==> src/rtl/urv_dm_periph.sv <==
// urv_dm_periph: data-memory mapped 8N1 UART transmitter with TX FIFO and optional one-shot timer.
// Latency: loads and unblocked stores acknowledge exactly one cycle after the request.
// Backpressure: a TXDATA store into a full FIFO is held pending (no ack) until a slot frees.
// Optional timer: compiled in only when URV_DM_PERIPH_TIMER_EN is defined.
module urv_dm_periph #(
  parameter logic [31:0] g_base       = 32'h00100000,
  parameter int          g_clk_div    = 868,
  parameter int          g_fifo_depth = 8
) (
  input  logic        clk_i,
  input  logic        rst_i,
  input  logic [31:0] dm_addr_i,
  input  logic [31:0] dm_data_s_i,
  input  logic [3:0]  dm_data_select_i,
  input  logic        dm_store_i,
  input  logic        dm_load_i,
  output logic [31:0] dm_data_l_o,
  output logic        dm_store_done_o,
  output logic        dm_load_done_o,
  output logic        irq_o,
  output logic        tx_o
);

  localparam int AW = $clog2(g_fifo_depth);
  localparam int DW = $clog2(g_clk_div);
  localparam logic [AW:0]   FIFO_FULL_CNT = (AW+1)'(g_fifo_depth);
  localparam logic [DW-1:0] DIV_LAST      = DW'(g_clk_div - 1);

  typedef enum logic [1:0] {S_IDLE, S_START, S_DATA, S_STOP} uart_state_t;

  // Address decode: 16-byte window, word offset selects the register.
  logic       hit, st_hit, ld_hit, tx_wr;
  logic [1:0] off;
  assign hit    = (dm_addr_i[31:4] == g_base[31:4]);
  assign off    = dm_addr_i[3:2];
  assign st_hit = dm_store_i & hit;
  assign ld_hit = dm_load_i & hit;
  assign tx_wr  = st_hit & (off == 2'd0) & dm_data_select_i[0];

  // Byte lanes above 0, upper store data and the byte offset carry no meaning here.
  logic unused_bits;
  assign unused_bits = ^{dm_addr_i[1:0], dm_data_s_i[31:8], dm_data_select_i[3:1]};

  // TX FIFO state and the single pending-store slot.
  logic [7:0]    fifo_mem [g_fifo_depth];
  logic [AW-1:0] wr_ptr, rd_ptr;
  logic [AW:0]   fifo_cnt;
  logic          fifo_full, fifo_empty, push, pop, pend;
  logic [7:0]    pend_dat, push_dat;

  // Fullness is taken from the registered count, so a same-cycle pop never frees room early.
  assign fifo_full  = (fifo_cnt == FIFO_FULL_CNT);
  assign fifo_empty = (fifo_cnt == '0);
  assign push       = (tx_wr | pend) & ~fifo_full;
  assign push_dat   = pend ? pend_dat : dm_data_s_i[7:0];

  // FIFO storage needs no reset: only entries below the count are ever read.
  always_ff @(posedge clk_i) begin
    if (push) fifo_mem[wr_ptr] <= push_dat;
  end

  // FIFO pointers and occupancy.
  always_ff @(posedge clk_i or posedge rst_i) begin
    if (rst_i) begin
      wr_ptr   <= '0;
      rd_ptr   <= '0;
      fifo_cnt <= '0;
    end else begin
      if (push) wr_ptr <= wr_ptr + AW'(1);
      if (pop)  rd_ptr <= rd_ptr + AW'(1);
      case ({push, pop})
        2'b10:   fifo_cnt <= fifo_cnt + (AW+1)'(1);
        2'b01:   fifo_cnt <= fifo_cnt - (AW+1)'(1);
        default: fifo_cnt <= fifo_cnt;
      endcase
    end
  end

  // UART transmitter: registered state plus combinational next-state logic.
  uart_state_t   state, state_nxt;
  logic [DW-1:0] div_cnt, div_nxt;
  logic [2:0]    bit_cnt, bit_nxt;
  logic [7:0]    shreg, shreg_nxt;
  logic          tx_nxt;

  // tx_o is derived from the next state so the line changes together with the state register.
  always_comb begin
    state_nxt = state;
    div_nxt   = div_cnt;
    bit_nxt   = bit_cnt;
    shreg_nxt = shreg;
    pop       = 1'b0;
    case (state)
      S_IDLE: begin
        if (!fifo_empty) begin
          pop       = 1'b1;
          shreg_nxt = fifo_mem[rd_ptr];
          div_nxt   = '0;
          state_nxt = S_START;
        end
      end
      S_START: begin
        if (div_cnt == DIV_LAST) begin
          div_nxt   = '0;
          bit_nxt   = '0;
          state_nxt = S_DATA;
        end else begin
          div_nxt = div_cnt + DW'(1);
        end
      end
      S_DATA: begin
        if (div_cnt == DIV_LAST) begin
          div_nxt   = '0;
          shreg_nxt = {1'b0, shreg[7:1]};
          if (bit_cnt == 3'd7) state_nxt = S_STOP;
          else                 bit_nxt   = bit_cnt + 3'd1;
        end else begin
          div_nxt = div_cnt + DW'(1);
        end
      end
      S_STOP: begin
        if (div_cnt == DIV_LAST) begin
          div_nxt   = '0;
          state_nxt = S_IDLE;
        end else begin
          div_nxt = div_cnt + DW'(1);
        end
      end
      default: state_nxt = S_IDLE;
    endcase
    case (state_nxt)
      S_START: tx_nxt = 1'b0;
      S_DATA:  tx_nxt = shreg_nxt[0];
      default: tx_nxt = 1'b1;
    endcase
  end

  // UART state register; reset aborts any frame in flight and idles the line high.
  always_ff @(posedge clk_i or posedge rst_i) begin
    if (rst_i) begin
      state   <= S_IDLE;
      div_cnt <= '0;
      bit_cnt <= '0;
      shreg   <= '0;
      tx_o    <= 1'b1;
    end else begin
      state   <= state_nxt;
      div_cnt <= div_nxt;
      bit_cnt <= bit_nxt;
      shreg   <= shreg_nxt;
      tx_o    <= tx_nxt;
    end
  end

  logic [31:0] tmr_rd;

`ifdef URV_DM_PERIPH_TIMER_EN
  logic       tmr_wr, irq_q;
  logic [7:0] tmr_cnt;
  assign tmr_wr = st_hit & (off == 2'd1);

  // One-shot down-counter: a write reloads it, reaching 1 fires a sticky interrupt.
  always_ff @(posedge clk_i or posedge rst_i) begin
    if (rst_i) begin
      tmr_cnt <= '0;
      irq_q   <= 1'b0;
    end else if (tmr_wr) begin
      tmr_cnt <= dm_data_s_i[7:0];
      irq_q   <= 1'b0;
    end else if (tmr_cnt == 8'd1) begin
      tmr_cnt <= '0;
      irq_q   <= 1'b1;
    end else if (tmr_cnt != 8'd0) begin
      tmr_cnt <= tmr_cnt - 8'd1;
    end
  end

  assign irq_o  = irq_q;
  assign tmr_rd = {24'h0, tmr_cnt};
`else
  assign irq_o  = 1'b0;
  assign tmr_rd = '0;
`endif

  // Read data selection by word offset.
  logic [31:0] rd_dat;
  always_comb begin
    rd_dat = '0;
    case (off)
      2'd1:    rd_dat = tmr_rd;
      2'd2:    rd_dat = {29'd0, irq_o, fifo_empty & (state == S_IDLE), fifo_full};
      default: rd_dat = '0;
    endcase
  end

  // Bus responses and the pending TXDATA slot; load data holds between loads.
  always_ff @(posedge clk_i or posedge rst_i) begin
    if (rst_i) begin
      dm_load_done_o  <= 1'b0;
      dm_store_done_o <= 1'b0;
      dm_data_l_o     <= '0;
      pend            <= 1'b0;
      pend_dat        <= '0;
    end else begin
      dm_load_done_o  <= ld_hit;
      if (ld_hit) dm_data_l_o <= rd_dat;
      dm_store_done_o <= (st_hit & ~(tx_wr & fifo_full)) | (pend & ~fifo_full);
      if (tx_wr & fifo_full) begin
        pend     <= 1'b1;
        pend_dat <= dm_data_s_i[7:0];
      end else if (pend & ~fifo_full) begin
        pend <= 1'b0;
      end
    end
  end

endmodule

==> config.mk <==
export PLATFORM = sky130hd
export DESIGN_NAME = urv_dm_periph
export DESIGN_NICKNAME = d
export VERILOG_FILES = /design/src/rtl/urv_dm_periph.sv
export SDC_FILE = /design/constraint.sdc
export NUM_CORES = 1
export LEC_CHECK = 0
export CAP_MARGIN = 30
export CORE_ASPECT_RATIO = 0.6
export CORE_MARGIN = 8
export CORE_UTILIZATION = 25
export DETAILED_ROUTE_END_ITERATION = 10
export PLACE_DENSITY_LB_ADDON = 0.1
export SLEW_MARGIN = 20
export SYNTH_ARGS = -nofsm -noshare
export SYNTH_HDL_FRONTEND = slang
export SYNTH_SLANG_ARGS = --single-unit
==> constraint.sdc <==
create_clock -name clk_i -period 4.6 [get_ports clk_i]
set_input_delay 0.92 -clock clk_i [delete_from_list [all_inputs] [get_ports clk_i]]
set_output_delay 0.92 -clock clk_i [all_outputs]
set_load 0.02 [all_outputs]
# Yosys cells after proc, flatten, opt, wreduce, memory -nomap -nowiden
# Memories as Yosys holds them, arrays and structs flattened.
# Index checks and enable logic that the tools add are counted.
[totals] reg_bits=77 inputBits=72 ram_bits=64 mem_count=1
[op_classes] n_addsub=6 n_eq_ne=16 muxes=26 bitwise=13 n_reduce_logical=10
[memory_table] name="fifo_mem" words=8 word_bits=8 rd=1 rd_clocked_by_memory_dff=0 write_ports=1 line="45" source="logic [7:0] fifo_mem [g_fifo_depth];"
[ops] op="equality test 28 x 17 -> 1 bit, second input constant" n=1
[ops] op="2-to-1 mux 8 bit" n=3
[ops] op="2-to-1 mux 10 bit" n=2
[ops] op="case mux 10 bit (2 select lines)" n=1
[ops] op="case mux 8 bit (2 select lines)" n=1
[ops] op="2-to-1 mux 2 bit" n=6
[ops] op="adder 10 x 1 -> 10 bit, second input constant" n=1
[ops] op="equality test 10 bit, second input constant" n=1
[ops] op="equality test 2 bit, second input constant" n=5
[ops] op="adder 3 x 1 -> 3 bit, second input constant" n=3
[ops] op="AND 1 bit" n=9
[ops] op="2-to-1 mux 3 bit" n=3
[ops] op="!= test 2 bit, second input constant" n=4
[ops] op="case mux 2 bit (4 select lines)" n=1
[ops] op="case mux 4 bit (2 select lines)" n=1
[ops] op="nonzero test 2 bit" n=4
[ops] op="equality test 2 x 1 -> 1 bit, second input constant" n=3
[ops] op="2-to-1 mux 1 bit" n=6
[ops] op="case mux 3 bit (2 select lines)" n=1
[ops] op="adder 4 x 1 -> 4 bit, second input constant" n=1
[ops] op="equality test 4 bit, second input constant" n=1
[ops] op="zero test 2 bit" n=2
[ops] op="zero test 4 bit" n=1
[ops] op="AND reduction 4 bit" n=1
[ops] op="other kinds (7)" n=9

# Longest topological paths before layout
# Gate-level depths: netlist (run 1).
[logic_depth] ltp_word=8 mapped_depth=12 depth_no_buf=11

# Least setup slack after synthesis (run 1)
# OpenSTA, ideal clock, no wires.
[synth_path] path_type="input to register" startpoint="input dm_addr_i[14]" endpoint="memory fifo_mem[1][0] (enable)" n_path_buf=1 required_ns=4.202 t_arrival_ns=2.883 path_stages=6 setup_ns=0.398 slack_ns=1.319 path_cell_list="nor4_1 nand4_1 nor3_2 o21ai_1 buf_6 nor4b_1"
[synth_via] elab_chain_cells=8
[synth_lines] element="start: declaration" line="12" source="input logic [31:0] dm_addr_i,"
[synth_lines] element="equality test 28 x 17 -> 1 bit" line="34" source="assign hit = (dm_addr_i[31:4] == g_base[31:4]);"
[synth_lines] element="AND 1 bit" line="36" source="assign st_hit = dm_store_i & hit;"
[synth_lines] element="AND 1 bit (2 in a row)" line="38" source="assign tx_wr = st_hit & (off == 2'd0) & dm_data_select_i[0];"
[synth_lines] element="OR 1 bit" line="54" source="assign push = (tx_wr | pend) & ~fifo_full;"
[synth_lines] element="AND 1 bit" line="54"
[synth_lines] element="2-to-1 mux 1 bit" line="59" source="if (push) fifo_mem[wr_ptr] <= push_dat;"
[synth_lines] element="2-to-1 mux 1 bit (not written as such)" line="59"
[synth_lines] element="end: declaration" line="45"
# No other way between the ends.

# Final worst setup path (run 1)
[layout_path] startpoint="input dm_addr_i[6]" endpoint="register fifo_cnt[2]"
[layout_via] elab_chain_cells=8 word_cells_on_any_way=10 classes_between="eq/ne (3); mux (1); bitwise (5); reduce/logical (1)"
[layout_lines] element="equality test 28 x 17 -> 1 bit *" line="34"
[layout_lines] element="AND 1 bit *" line="36"
[layout_lines] element="AND 1 bit * (2 in a row)" line="38"
[layout_lines] element="OR 1 bit *" line="54"
[layout_lines] element="AND 1 bit *" line="54"
[layout_lines] element="equality test 2 x 1 -> 1 bit or equality test 2 bit (tied branches)" line="71" source="case ({push, pop})"
[layout_lines] element="case mux 4 bit (2 select lines) or nonzero test 2 bit (tied branches)"
[layout_lines] element="end signal: assignment" line="72" source="2'b10: fifo_cnt <= fifo_cnt + (AW+1)'(1);"
[layout_lines] element="end signal: assignment" line="73" source="2'b01: fifo_cnt <= fifo_cnt - (AW+1)'(1);"
[layout_lines] element="end signal: assignment" line="74" source="default: fifo_cnt <= fifo_cnt;"
[layout_lines] element="end: declaration" line="47" source="logic [AW:0] fifo_cnt;"
# Every way passes the cells marked *; elsewhere a longest branch is shown, timed or not.
# A chain may end at the register's enable or synchronous reset.

==> flow_metrics.py, run 1 <==
metrics = {
    "global_routing": {
        "first_global_vias": 3027,
        "grt_pass1_wl_um": 17800,
        "antenna_found_initial": 0,
        "grt_start_max_net_pins": 33,
        "gr-total-overflow": 0,
        "track_usage_pct": 8.94,
    },
    "worst_hold_path": {
        "holdPathEnd": "pend_dat[6]",
        "hold_path_class": "register to register",
        "hold_start": "pend_dat[6]",
        "hold_depth": 1,
    },
    "flow_run": {
        "maxCapViolCount": 0,
    },
    "clocking": {
        "cts_tree": "yes",
        "postCtsSetupBuffers": 0,
        "cts_htree_levels": 3,
        "cts_buffer_depth": 2,
        "cts-root-buf": "clkbuf_16",
        "post_cts_resized": 0,
        "clock_latency_ns": 0.34,
        "cts.sinks": 111,
        "holdBufCountCts": 0,
        "clkTransAtPathRegs_ns": 0.07,
        "cts_made_buffers": 9,
    },
    "sta": {
        "fin_tns_setup_ns": 0,
        "fmax_ghz": 0.295,
        "fin_skew_ns": 0.0103,
        "hold_violations": 0,
        "max-slew-margin-rel_pct": 41.5,
        "setup-violations-final": 0,
        "period_minus_slack_ns": 3.38,
        "whs_ns": 0.503,
        "worst_slew_pin_slew_ns": 0.870,
        "slew_violations": 0,
        "rsz0062_at_grt": "false",
        "finalCritPeriodShare_pct": 73.6,
    },
    "floorplanning": {
        "die_h_um": 128,
        "rows": 41,
        "ios": 108,
        "initial_core_util_pct": 25.1,
        "die-area_um2": 25800,
        "fp.dieW_um": 202,
        "coreArea_um2": 20700,
    },
    "worst_setup_path": {
        "cp.required_ns": 4.82,
        "worst-setup-path-type": "input port to register",
        "reg2reg_from": "fifo_cnt[0]",
        "crit_path_end_kind": "register",
        "cp-start-kind": "input port",
        "cp.arrival_ns": 3.61,
        "ff2ff_setup_slack_ns": 1.67,
        "r2r_cells": 10,
        "crit_path_max_fanout": 12,
        "worstReg2RegEnd": "fifo_cnt[2]",
    },
    "layout": {
        "layout-drive-gt1-share_pct": 15.8,
        "finalCoreUtilization_pct": 29.9,
        "multi_input_area_um2": 1900,
        "n_antenna_cell": 0,
        "layout_common_cells": "edfxtp_1, clkdlybuf4s50_1, dfrtp_1",
        "nNetsFinal": 513,
        "fin_cells": 717,
        "fill_cells": 2108,
        "layout_commonest_cell": "edfxtp_1",
        "area_growth_pct": 18.9,
        "ff_latch_area_um2": 3100,
    },
    "synth": {
        "avgSynthCellArea_um2": 13.7,
        "synth_top_family_by_area": "multiplexers",
        "synth.area.mux_share_pct": 12.9,
        "synth-seq-area-share_pct": 59.5,
        "synth_edf_count": 64,
        "ys.flop_type": "edfxtp_1",
        "synth-simple-area-share_pct": 11.5,
        "ys_ff_latch": 111,
        "async_reset_ff_share_pct": 42.3,
        "synth_fa_ha_area_share_pct": 1.92,
        "synth-compound-area-share_pct": 5.82,
        "synth_area_um2": 5200,
        "synthXorXnorAreaFrac_pct": 2.02,
        "yosysUniqueCellTypes": 50,
        "syn_inst": 379,
        "ys_warn_count": 0,
    },
    "route": {
        "drt-initial-drc-count": 117,
        "via_per_inst": 4.32,
        "drc": 0,
        "first_pass_iters": 4,
        "vias": 3099,
        "ant_nets": 0,
        "wire_per_inst_um": 15.9,
        "wl_um": 11400,
    },
    "placed_design": {
        "portBuffers": 47,
        "post-place-cells": 701,
        "place_congestion": 0.704,
        "hpwlAfterDp_um": 8430,
    },
    "power_and_ir_drop": {
        "power_per_cell_area_nw_per_um2": 308,
        "power_leakage_nw": 2.25,
        "fin_total_pwr_mw": 1.91,
        "ir_worst_vdd_mv": 0.188,
    },
    "run_status": {
        "outcome": "finished clean",
    },
}
==> cell type report <==
cell class / count / area share (%)
sequential: 111 / 50.1
multi-input combinational: 249 / 30.6
timing repair buffer: 58 / 9.14
tap: 279 / 5.64
clock buffer: 10 / 3.70
clock inverter: 6 / 0.586
inverter: 4 / 0.243
==> worst max path at each step <==
stage / end / start / slack [ns] / depth (start not counted)
after global routing: fifo_cnt[2] / dm_addr_i[5] / 1.00 / 13
after global placement: fifo_cnt[2] / dm_addr_i[6] / 0.86 / 13
after detailed placement: fifo_cnt[2] / dm_addr_i[6] / 0.82 / 13
after CTS: fifo_cnt[2] / dm_addr_i[6] / 1.18 / 13
after floorplan: fifo_mem[1][0] / dm_addr_i[14] / 1.32 / 6
final: fifo_cnt[2] / dm_addr_i[6] / 1.22 / 13
==> through the flow <==
stage	area, µm²	worst slack, ns
detailed placement	5920	0.821
global placement	5900	0.859
CTS	6190	1.18
finish	6190	1.22
floorplan	5320	1.32
global route	6190	1.00
==> cells by family after synthesis <==
kind of cell,Yosys count
other,1
xor gates and xnor gates,12
adders and majority gates,8
and+or+nand+nor,104
muxes,46
AOI/OAI and AO/OA,48
buffers and inverters,49
DFF,111
==> worst max-delay path, stage by stage <==
cell and delay, ns:
clkdlybuf4s50_1 0.40, nor4_1 0.30, nand4_1 0.27, nor3_2 0.31
o21ai_1 0.08, buf_4 0.20, ha_1 0.27, xor2_1 0.17
ha_1 0.18, a21oi_1 0.14, xor2_1 0.16, nor2_1 0.06
xor2_1 0.13
==> synth_stat cells, types with 2 or more instances <==
cell type	count	area share (%)
a21oi_1	5	0.48
a22o_1	6	1.0
a22oi_1	8	1.2
and3_1	3	0.36
buf_1	3	0.22
buf_2	3	0.29
buf_4	32	4.6
buf_6	2	0.43
clkbuf_1	5	0.36
dfrtp_1	46	22
edfxtp_1	64	37
ha_1	8	1.9
inv_1	4	0.29
mux2_2	20	4.3
mux2i_1	11	2.1
mux4_2	15	6.5
nand2_1	29	2.1
nand2b_1	5	0.60
nand3_1	7	0.67
nand3b_1	5	0.72
nand4_1	3	0.36
nor2_1	15	1.1
nor2b_1	3	0.36
nor3_1	9	0.87
nor4_1	9	1.1
nor4_4	2	0.82
nor4b_1	3	0.50
o21ai_0	20	1.9
o22ai_1	2	0.24
or2_1	2	0.24
xnor2_1	7	1.2
xor2_1	5	0.84
==> metal layers <==
layer | up-vias | GRT usage (%) | wire (µm)
li1 | 1471 | - | -
met1 | 1550 | 13.0 | 5990
met2 | 70 | 12.3 | 4670
met3 | 8 | 2.95 | 630
met4 | 0 | 2.42 | 116
met5 | - | 0 | 0
==> power breakdown <==
| group | switching [mW] | internal [mW] |
|---|---|---|
| combinational | 0.0579 | 0.0496 |
| clock | 0.351 | 0.368 |
| sequential | 0.0101 | 1.07 |
==> registers in the layout, indices dropped and copies added, names as in the netlist, 2 cells and up <==
register and count:
rd_ptr 3, div_cnt 10, bit_cnt 3, fifo_cnt 4, dm_data_l_o 2, fifo_mem 64, pend_dat 8, state 2
shreg 8, wr_ptr 3
Note: power is estimated with default switching activity, not from simulation.
==> run 2, diff against run 1 <==
==> constraint.sdc (replaced) <==
create_clock -name clk_i -period 3.55 [get_ports clk_i]
set_input_delay 0.71 -clock clk_i [delete_from_list [all_inputs] [get_ports clk_i]]
set_output_delay 0.71 -clock clk_i [all_outputs]
set_load 0.02 [all_outputs]
==> run 2 against run 1 <==
Net effect: clock skew rose by 0.0026 ns; sequential power grew 30%; non-clock buffer count grew 4; wire length decreased by 0.24%; final area grew 1.0%; first-iteration DRC count grew 67%; clock power up 42%; register-to-register slack got worse by 1.0 ns; hold slack better by 0.0055 ns; clock-buffer cell count is 1 lower; power grew 34%.
==> flow_metrics.py, run 2 (synthesis results as in run 1) <==
metrics = {
    "run_status": {
        "outcome": "finished clean",
    },
    "sta": {
        "layout_setup_ws_ns": 0.612,
        "hold_violations": 0,
        "rsz0062_at_grt": "false",
        "max-slew-margin-rel_pct": 41.1,
        "setup-violations-final": 0,
        "finalCritPeriodShare_pct": 82.8,
        "slew_violations": 0,
        "worst_slew_pin_slew_ns": 0.877,
        "period_minus_slack_ns": 2.94,
        "whs_ns": 0.508,
        "fmax_ghz": 0.340,
        "fin_skew_ns": 0.0129,
        "fin_tns_setup_ns": 0,
    },
    "global_routing": {
        "grt_pass1_wl_um": 18200,
        "antenna_found_initial": 0,
        "gr-total-overflow": 0,
        "track_usage_pct": 9.01,
        "first_global_vias": 3181,
        "grt_start_max_net_pins": 35,
    },
    "floorplanning": {
        "rows": 41,
        "die-area_um2": 25800,
        "coreArea_um2": 20700,
        "die_h_um": 128,
        "ios": 108,
        "fp.dieW_um": 202,
        "initial_core_util_pct": 25.1,
    },
    "power_and_ir_drop": {
        "power_per_cell_area_nw_per_um2": 409,
        "comb_power_share_pct": 5.4,
        "power_leakage_nw": 2.28,
        "ir_worst_vdd_mv": 0.214,
        "switchingPower_mw": 0.604,
        "p_clk_share_pct": 39.8,
        "seq_power_share_pct": 54.8,
        "fin_total_pwr_mw": 2.56,
        "p_int_mw": 1.95,
        "swShare_pct": 23.6,
    },
    "layout": {
        "layout_commonest_cell": "edfxtp_1",
        "n_antenna_cell": 0,
        "layout_common_cells": "edfxtp_1, clkdlybuf4s50_1, dfrtp_1",
        "nNetsFinal": 517,
        "layout-drive-gt1-share_pct": 17.0,
        "fin_area_um2": 6250,
        "area_growth_pct": 20.1,
        "reg.largest.list": "fifo_mem x64, div_cnt x10",
        "regMostFlops": "fifo_mem",
        "fill_cells": 2111,
        "largest_register_ff_count": 64,
    },
    "worst_hold_path": {
        "holdPathEnd": "pend_dat[1]",
        "hold_start": "pend_dat[1]",
        "hold_depth": 1,
        "hold_path_class": "register to register",
    },
    "worst_setup_path": {
        "r2r_cells": 10,
        "reg2reg_from": "fifo_cnt[0]",
        "crit_path_end_kind": "register",
        "worst-setup-path-type": "input port to register",
        "cp.required_ns": 3.78,
        "worstReg2RegEnd": "fifo_cnt[2]",
        "cp.arrival_ns": 3.17,
        "crit_path_max_fanout": 5,
        "ff2ff_setup_slack_ns": 0.62,
        "cp-start-kind": "input port",
    },
    "route": {
        "via_per_inst": 4.26,
        "wl_um": 11400,
        "drt-initial-drc-count": 195,
        "wire_per_inst_um": 15.8,
        "vias": 3069,
        "first_pass_iters": 4,
        "drc": 0,
        "ant_nets": 0,
    },
    "clocking": {
        "cts-root-buf": "clkbuf_16",
        "cts_tree": "yes",
        "clock_latency_ns": 0.35,
        "cts_buffer_depth": 2,
        "postCtsSetupBuffers": 0,
        "holdBufCountCts": 0,
        "cts_htree_levels": 3,
        "post_cts_resized": 0,
        "cts.sinks": 111,
        "cts_made_buffers": 9,
        "clkTransAtPathRegs_ns": 0.08,
    },
    "flow_run": {
        "maxCapViolCount": 0,
    },
    "placed_design": {
        "place_congestion": 0.726,
        "hpwlAfterDp_um": 8340,
        "portBuffers": 47,
        "placed_cell_area_um2": 5930,
        "post-place-ws_ns": 0.233,
    },
}
## run 2: cell count changes in the layout (fill, tap and decap cells not counted)
cell and change:
clkinv_4 +2, clkinv_2 -3, clkbuf_1 -1, buf_12 -1, buf_8 +1, clkinv_1 -1
inv_8 +1, clkinv_8 +2, buf_4 +4
## run 2: worst max-delay path by stage
stage                             start             end  slack [ns]  cells after the start
after floorplan           dm_addr_i[14]  fifo_mem[1][0]        0.48                      6
after global placement     dm_addr_i[6]     fifo_cnt[2]        0.22                     12
after detailed placement  dm_addr_i[23]     fifo_cnt[2]        0.23                     12
after CTS                   fifo_cnt[0]     fifo_cnt[2]        0.60                     10
after global routing      dm_addr_i[17]     fifo_cnt[2]        0.37                     12
final                     dm_addr_i[23]     fifo_cnt[2]        0.61                     12
## run 2: critical path: stages
cell             delay (ns)
clkdlybuf4s50_1        0.40
nor4b_1                0.32
nand3_1                0.19
nor3_2                 0.28
o21ai_1                0.12
ha_1                   0.30
xor2_1                 0.17
ha_1                   0.18
a21oi_1                0.14
xor2_1                 0.15
nor2_1                 0.06
xor2_1                 0.14
## run 2: stage by stage
| step | instances | util, % |
|---|---|---|
| final | 721 | 30.2 |
| after global routing | 721 | 30.2 |
| after CTS | 720 | 30.1 |
| after floorplan | 409 | - |
| after global placement | 704 | 28.6 |
| after detailed placement | 704 | 28.6 |
## run 2: layout make-up
class	instances	area (µm²)	area share (%)
well taps	279	349	5.58
inverters	4	15.0	0.240
clock inverters	7	78.8	1.26
clock buffers	9	225	3.60
multi-input cells	249	1900	30.3
repair buffers	62	591	9.44
flip-flops and latches	111	3100	49.6
## run 2: metal layers
metal  GRT usage, %  wire length [µm]  part of all wire [%]  up-vias
li1               -                 -                     -     1478
met1           12.7              5750                    51     1507
met2           13.1              4760                    42       77
met3           3.05               771                   6.8        7
met4           2.17                93                  0.82        0
met5              0                 0                     0        -
## run 2: power groups by stage
stage / logic [mW] / registers [mW] / clock network [mW]
6_report: 0.138 / 1.40 / 1.02
5_1_grt: 0.155 / 1.41 / 1.11
4_1_cts: 0.140 / 1.40 / 1.06
3_5_place_dp: 0.139 / 1.43 / 0
3_3_place_gp: 0.137 / 1.43 / 0
2_1_floorplan: 0.100 / 1.43 / 0
